**src/rtl/lipsi_pkg.sv**
```systemverilog
// -----------------------------------------------------------------------------
// lipsi_pkg
// Declarations shared by the Lipsi program loader and its pin synchroniser:
// the loader state encoding and the default frame/geometry constants.
// -----------------------------------------------------------------------------
package lipsi_pkg;

  // Default memory address width; an image holds up to 2**ADDR_W bytes.
  localparam int LIPSI_ADDR_W = 8;

  // Default frame start byte.
  localparam logic [7:0] LIPSI_HEADER = 8'hA5;

  // Default number of synchroniser flops on the input pins.
  localparam int LIPSI_SYNC_STAGES = 2;

  // Loader FSM states. RUN and ERR are terminal until reset.
  typedef enum logic [2:0] {
    ST_IDLE = 3'd0,
    ST_LEN  = 3'd1,
    ST_DATA = 3'd2,
    ST_CHK  = 3'd3,
    ST_RUN  = 3'd4,
    ST_ERR  = 3'd5
  } loader_state_t;

endpackage : lipsi_pkg

```
**src/rtl/lipsi_pin_sync.sv**
```systemverilog
// -----------------------------------------------------------------------------
// lipsi_pin_sync
// Brings the asynchronous byte strobe and data pins into the clk domain and
// turns each rising edge of the strobe into a single-cycle byte event.
//
// Ports:
//   clk        in   system clock
//   reset      in   asynchronous, active-high reset
//   pin_data   in   [7:0] byte from the input pins (asynchronous)
//   pin_strobe in   byte strobe from the input pins (asynchronous)
//   byte_evt   out  one-cycle pulse per strobe rising edge
//   byte_val   out  [7:0] synchronised data, valid while byte_evt is high
// -----------------------------------------------------------------------------
module lipsi_pin_sync
  import lipsi_pkg::*;
#(
  parameter int SYNC_STAGES = LIPSI_SYNC_STAGES
) (
  input  logic       clk,
  input  logic       reset,
  input  logic [7:0] pin_data,
  input  logic       pin_strobe,
  output logic       byte_evt,
  output logic [7:0] byte_val
);

  // Data travels through the same number of stages as the strobe, so the
  // byte sampled with the event is the one the sender held around its edge.
  logic [SYNC_STAGES-1:0]      strobe_q;
  logic [SYNC_STAGES-1:0][7:0] data_q;
  logic                        strobe_prev_q;

  // NOTE: sequential state uses non-blocking assignments so every flop samples
  // the pre-edge value of its neighbour; blocking here would collapse the
  // synchroniser chain into a single stage.
  always_ff @(posedge clk or posedge reset) begin
    if (reset) begin
      strobe_q      <= '0;
      data_q        <= '0;
      strobe_prev_q <= 1'b0;
    end else begin
      strobe_q      <= {strobe_q[SYNC_STAGES-2:0], pin_strobe};
      data_q        <= {data_q[SYNC_STAGES-2:0], pin_data};
      strobe_prev_q <= strobe_q[SYNC_STAGES-1];
    end
  end

  // Edge detect on the last stage only: a strobe held high yields one event.
  assign byte_evt = strobe_q[SYNC_STAGES-1] & ~strobe_prev_q;
  assign byte_val = data_q[SYNC_STAGES-1];

endmodule : lipsi_pin_sync

```
**src/rtl/lipsi_loader.sv**
```systemverilog
// -----------------------------------------------------------------------------
// lipsi_loader
// Receives a framed program image (HEADER, LEN, LEN data bytes, CHK) from the
// input pins, writes the data bytes into the core memory from address 0, and
// releases the core once the 8-bit checksum of the data bytes matches CHK.
// LEN = 0 denotes a full 2**ADDR_W byte image.
//
// Ports:
//   clk        in   system clock
//   reset      in   asynchronous, active-high reset
//   pin_data   in   [7:0] byte from the input pins (asynchronous)
//   pin_strobe in   byte strobe, rising edge marks one byte (asynchronous)
//   mem_addr   out  [ADDR_W-1:0] write address, holds when mem_we = 0
//   mem_wdata  out  [7:0] write data, holds when mem_we = 0
//   mem_we     out  one-cycle write pulse per data byte
//   cpu_run    out  releases the core from reset after a verified load
//   busy       out  frame reception in progress (LEN, DATA, CHK)
//   done       out  image loaded and verified (sticky until reset)
//   error      out  checksum mismatch (sticky until reset)
// -----------------------------------------------------------------------------
module lipsi_loader
  import lipsi_pkg::*;
#(
  parameter int         ADDR_W      = LIPSI_ADDR_W,
  parameter logic [7:0] HEADER      = LIPSI_HEADER,
  parameter int         SYNC_STAGES = LIPSI_SYNC_STAGES
) (
  input  logic              clk,
  input  logic              reset,
  input  logic [7:0]        pin_data,
  input  logic              pin_strobe,
  output logic [ADDR_W-1:0] mem_addr,
  output logic [7:0]        mem_wdata,
  output logic              mem_we,
  output logic              cpu_run,
  output logic              busy,
  output logic              done,
  output logic              error
);

  // One extra bit so the remaining count can hold a full 2**ADDR_W image.
  localparam int                CNT_W      = ADDR_W + 1;
  localparam logic [CNT_W-1:0] FULL_COUNT = {1'b1, {ADDR_W{1'b0}}};
  localparam logic [CNT_W-1:0] LAST_COUNT = CNT_W'(1);

  logic          byte_evt;
  logic [7:0]    byte_val;

  loader_state_t     state_q, state_d;
  logic [ADDR_W-1:0] addr_q;
  logic [CNT_W-1:0]  remaining_q;
  logic [7:0]        sum_q;
  logic              busy_d, cpu_run_d, done_d, error_d;

  lipsi_pin_sync #(
    .SYNC_STAGES (SYNC_STAGES)
  ) u_pin_sync (
    .clk        (clk),
    .reset      (reset),
    .pin_data   (pin_data),
    .pin_strobe (pin_strobe),
    .byte_evt   (byte_evt),
    .byte_val   (byte_val)
  );

  // ---------------------------------------------------------------------------
  // State register, with the status outputs registered alongside it so they
  // change together with the state in the cycle after the deciding byte.
  // ---------------------------------------------------------------------------
  always_ff @(posedge clk or posedge reset) begin
    if (reset) begin
      state_q <= ST_IDLE;
      busy    <= 1'b0;
      cpu_run <= 1'b0;
      done    <= 1'b0;
      error   <= 1'b0;
    end else begin
      state_q <= state_d;
      busy    <= busy_d;
      cpu_run <= cpu_run_d;
      done    <= done_d;
      error   <= error_d;
    end
  end

  // ---------------------------------------------------------------------------
  // Next-state logic. A HEADER value seen after IDLE is ordinary payload.
  // ---------------------------------------------------------------------------
  // NOTE: every always_comb output gets a default first; a path that leaves
  // state_d unassigned would otherwise infer a latch.
  always_comb begin
    state_d = state_q;
    unique case (state_q)
      ST_IDLE: if (byte_evt && byte_val == HEADER)   state_d = ST_LEN;
      ST_LEN:  if (byte_evt)                         state_d = ST_DATA;
      ST_DATA: if (byte_evt && remaining_q == LAST_COUNT) state_d = ST_CHK;
      ST_CHK:  if (byte_evt) state_d = (byte_val == sum_q) ? ST_RUN : ST_ERR;
      ST_RUN:  state_d = ST_RUN;
      ST_ERR:  state_d = ST_ERR;
      default: state_d = ST_IDLE;
    endcase
  end

  // ---------------------------------------------------------------------------
  // Output decode from the next state; registered in the state register block.
  // ---------------------------------------------------------------------------
  always_comb begin
    busy_d    = (state_d == ST_LEN) || (state_d == ST_DATA) || (state_d == ST_CHK);
    cpu_run_d = (state_d == ST_RUN);
    done_d    = (state_d == ST_RUN);
    error_d   = (state_d == ST_ERR);
  end

  // ---------------------------------------------------------------------------
  // Datapath: length, address, checksum and the memory write port.
  // The address counter simply wraps after a full image; no write follows.
  // ---------------------------------------------------------------------------
  always_ff @(posedge clk or posedge reset) begin
    if (reset) begin
      addr_q      <= '0;
      remaining_q <= '0;
      sum_q       <= '0;
      mem_addr    <= '0;
      mem_wdata   <= '0;
      mem_we      <= 1'b0;
    end else begin
      mem_we <= 1'b0;
      if (byte_evt) begin
        if (state_q == ST_LEN) begin
          remaining_q <= (byte_val == 8'h00) ? FULL_COUNT : CNT_W'(byte_val);
          addr_q      <= '0;
          sum_q       <= '0;
        end else if (state_q == ST_DATA) begin
          mem_we      <= 1'b1;
          mem_addr    <= addr_q;
          mem_wdata   <= byte_val;
          sum_q       <= sum_q + byte_val;
          addr_q      <= addr_q + 1'b1;
          remaining_q <= remaining_q - 1'b1;
        end
      end
    end
  end

endmodule : lipsi_loader

```
**config.mk**
```make
export PLATFORM = sky130hd
export DESIGN_NAME = lipsi_loader
export DESIGN_NICKNAME = d
export VERILOG_FILES = /design/src/rtl/lipsi_pkg.sv /design/src/rtl/lipsi_pin_sync.sv /design/src/rtl/lipsi_loader.sv
export SDC_FILE = /design/constraint.sdc
export NUM_CORES = 1
export LEC_CHECK = 0
export BUFFER_PORTS_ARGS = -buffer_cell sky130_fd_sc_hd__buf_4
export CAP_MARGIN = 20
export CORE_MARGIN = 2
export CORE_UTILIZATION = 55
export DETAILED_ROUTE_END_ITERATION = 6
export PLACE_DENSITY = 0.78
export SKIP_CTS_REPAIR_TIMING = 1
export SYNTH_ARGS = -nofsm -noshare
export SYNTH_HDL_FRONTEND = slang
export SYNTH_SLANG_ARGS = --single-unit
export TNS_END_PERCENT = 30
```
**constraint.sdc**
```tcl
create_clock -name clk -period 2.3 [get_ports clk]
set_input_delay 0.23 -clock clk [delete_from_list [all_inputs] [get_ports clk]]
set_output_delay 0.23 -clock clk [all_outputs]
set_load 0.05 [all_outputs]
```
==> results.sh <==
export IMPL_synth_seq_cells=67
export IMPL_num_rows=27
export IMPL_core_region_area_um2=5440
export IMPL_unrepaired_setup_endpoints_after_global_routing="false"
export IMPL_worst_skew_pair_late_latency_ps=350
export IMPL_fraction_of_the_yosys_area_taken_by_sequential_cells=0.546
export IMPL_grt_max_degree=68
export IMPL_layout_drive_gt1_share=0.180
export IMPL_drt_pass1_iter_count=4
export IMPL_stdcell_area_um2=3720
export IMPL_yosys_most_used_dff="sky130_fd_sc_hd__dfrtp_1"
export IMPL_global_route_overflow_total=0
export IMPL_reg2reg_from="u_pin_sync.byte_val[6]"
export IMPL_p_sw_mw=0.916
export IMPL_final_setup_viol_count=0
export IMPL_final_min_period_over_clock_period=0.907
export IMPL_synth_enable_flop_cells=0
export IMPL_fp_dieW_um=78.7
export IMPL_viasPerCell=5.52
export IMPL_hold_path_end="u_pin_sync.byte_val[6]"
export IMPL_worst_path_max_fanout=6
export IMPL_crit_path_end_kind="flop"
export IMPL_critPathRequiredTime_ps=2530
export IMPL_syn_cell_area_um2=3070
export IMPL_route_antenna_remaining_nets=0
export IMPL_comb_power_share=0.210
export IMPL_ys_async_sr_fraction=1.00
export IMPL_slew_violations=0
export IMPL_power_frac_clock=0.341
export IMPL_timing_final_hold_violations=0
export IMPL_routed_wirelength_um=6270
export IMPL_io_pin_count=32
export IMPL_sequential_cell_area_um2=1680
export IMPL_internal_power_mw=2.17
export IMPL_static_leakage_power_nw=1.82
export IMPL_synthesis_yosys_warnings=0
export IMPL_fin_setup_tns_ps=0
export IMPL_antenna_cells=0
export IMPL_power_ir_vdd_worst_uv=634
export IMPL_synth_area_per_cell_um2=9.97
export IMPL_timing_rr_end="error"
export IMPL_synthDistinctLibCells=53
export IMPL_drv_max_cap_violation_count=0
export IMPL_hp_start="u_pin_sync.data_q[6]"
export IMPL_switching_share=0.297
export IMPL_dp_hpwl_um=4060
export IMPL_global_route_wire_length_before_repair_um=10400
export IMPL_setup_reg_to_reg_worst_slack_ps=210
export IMPL_setup_worst_path_start_class="flop"
export IMPL_start_util=0.565
export IMPL_synthesis_instances=308
export IMPL_clock_sinks=67
export IMPL_via_count_of_the_first_global_routing_pass=2167
export IMPL_cts_tree="built"
export IMPL_vias=2389
export IMPL_number_of_antenna_violations_at_the_first_check_in_global_routing=0
export IMPL_routedWlPerCell_um=14.5
export IMPL_cts_htree_levels=3
export IMPL_postPlaceCellArea_um2=3410
export IMPL_slew_headroom=0.595
export IMPL_gp_routability_congestion=0.875
export IMPL_finalNetCount=378
export IMPL_clk_pin_slew_ps=70
export IMPL_nFillCells=423
export IMPL_power_per_cell_area_nw_per_um2=831
export IMPL_critPathKind="reg2reg"
export IMPL_die_area_um2=6200
export IMPL_worst_slew_pin_slew_ps=607
export IMPL_drcViolationCount=0
export IMPL_hold_path_class="reg2reg"
export IMPL_clock_tree_root_cell="sky130_fd_sc_hd__clkbuf_8"
export IMPL_power_share_sequential=0.448
export IMPL_finClkSkew_ps=9.06
export IMPL_arrival_ps=2310
export IMPL_worstHoldPathCells=0
export IMPL_placement_io_buffers=31
export IMPL_area_delta_synth_final_pct=21.0
export IMPL_fmaxAchievable_mhz=480
export IMPL_r2r_worst_path_cells=6
export IMPL_die_h_um=78.7
export IMPL_cts_buffer_depth=2
export IMPL_area_of_the_multi_input_gates_um2=1290
export IMPL_synth_nets=330
export IMPL_timing_final_crit_period_ps=2090
export IMPL_drt_iter0_markers=316
export IMPL_cts_made_buffers=9
export IMPL_grt_usage=0.219
export IMPL_status="finished clean"
[stage by stage]
stage | total power, mW | utilization | std cells | worst slack, ps | hold slack [ps]
global route | 3.26 | 0.683 | 433 | 36.6 | 357
floorplan | 1.87 | - | 308 | 387 | 261
global placement | 2.02 | 0.627 | 407 | 271 | 331
CTS | 3.09 | 0.665 | 423 | 236 | -47.0
detailed placement | 2.04 | 0.627 | 407 | 250 | 336
finish | 3.09 | 0.683 | 433 | 215 | 347
[cells in the mapped netlist (all sizes together) (3+ instances only)]
cell / count / area [um2]
o21ai: 24 / 120
nor4: 6 / 37.5
a21oi: 9 / 45.0
or4: 3 / 26.3
and2: 3 / 18.8
nand2: 66 / 248
xnor2: 3 / 26.3
inv: 10 / 37.5
nand3: 5 / 25.0
xor2: 6 / 52.6
a31oi: 4 / 25.0
o31ai: 4 / 35.0
clkbuf: 6 / 22.5
ha: 10 / 125
nor3b: 4 / 41.3
nor3: 9 / 45.0
nor2: 23 / 86.3
nand2b: 3 / 18.8
buf: 7 / 43.8
o22ai: 3 / 18.8
dfrtp: 67 / 1680
and3: 3 / 18.8
[layer usage]
| metal | track usage | share of wire |
|---|---|---|
| met1 | 0.323 | 0.47 |
| met2 | 0.316 | 0.47 |
| met3 | 0.0682 | 0.048 |
| met5 | 0 | 0 |
| met4 | 0.0632 | 0.016 |
[power groups by stage]
| stage | logic [mW] | clock network, mW | registers (mW) |
|---|---|---|---|
| after global routing | 0.734 | 1.13 | 1.40 |
| after detailed placement | 0.630 | 0 | 1.41 |
| after floorplan | 0.417 | 0 | 1.45 |
| final | 0.650 | 1.05 | 1.39 |
| after CTS | 0.636 | 1.07 | 1.38 |
| after global placement | 0.618 | 0 | 1.40 |
[kinds of logic (layout without fill, tap and decap cells)]
family	after synthesis	after routing	synth area share
adder cells (fa/ha/maj)	11	11	0.0473
AO/OA/AOI/OAI	57	57	0.118
flip-flops	67	67	0.546
buffers and inverters	24	77	0.0350
multiplexers	1	1	0.00326
XOR/XNOR	9	9	0.0257
AND/OR/NAND/NOR	139	139	0.225
[cells in the final DEF (no fill, tap or decap), drive strengths merged, types with 4 or more instances in the layout]
cell and instances:
nand3 5, nand2 66, nor3b 4, o31ai 4
a31oi 4, a21oi 9, buf 40, xor2 6
nor2 23, inv 10, ha 10, dfrtp 67
clkbuf 11, o21ai 24, dlygate4sd3 10, nor4 6
nor3 9
[how the worst max path moves through the flow]
| stage | from | end | slack [ps] | cells after the start |
|---|---|---|---|---|
| finish | u_pin_sync.byte_val[6] | error | 210 | 6 |
| CTS | u_pin_sync.byte_val[1] | sum_q[7] | 240 | 6 |
| global placement | u_pin_sync.byte_val[1] | sum_q[7] | 270 | 6 |
| global route | u_pin_sync.byte_val[1] | sum_q[7] | 40 | 6 |
| detailed placement | u_pin_sync.byte_val[1] | sum_q[7] | 250 | 6 |
| floorplan | reset | addr_q[0] | 390 | 1 |
[sequential cells by signal, summed over array words and instances, names as in the netlist]
| register | count |
|---|---|
| remaining_q | 9 |
| addr_q | 8 |
| mem_addr | 8 |
| mem_wdata | 8 |
| sum_q | 8 |
| u_pin_sync.byte_val | 8 |
| u_pin_sync.data_q | 8 |
| state_q | 3 |
| u_pin_sync.strobe_q | 2 |
| busy | 1 |
| done | 1 |
| error | 1 |
| mem_we | 1 |
| u_pin_sync.strobe_prev_q | 1 |
[layout make-up]
| type | count | share of cell area |
|---|---|---|
| flip-flops and latches | 67 | 0.451 |
| multi-input cells | 217 | 0.346 |
| repair buffers | 50 | 0.111 |
| clock buffers | 11 | 0.0353 |
| well taps | 72 | 0.0242 |
| clock inverters | 5 | 0.0209 |
| inverters | 11 | 0.0111 |
[critical path, stage by stage (launching register included)]
cell and delay (ps):
sky130_fd_sc_hd__dfrtp_1 440, sky130_fd_sc_hd__ha_1 410, sky130_fd_sc_hd__nor4_1 260, sky130_fd_sc_hd__a31oi_1 180, sky130_fd_sc_hd__o31ai_2 330, sky130_fd_sc_hd__nor2b_4 230, sky130_fd_sc_hd__o22ai_1 100
Note: power is estimated with default switching activity, not from simulation.
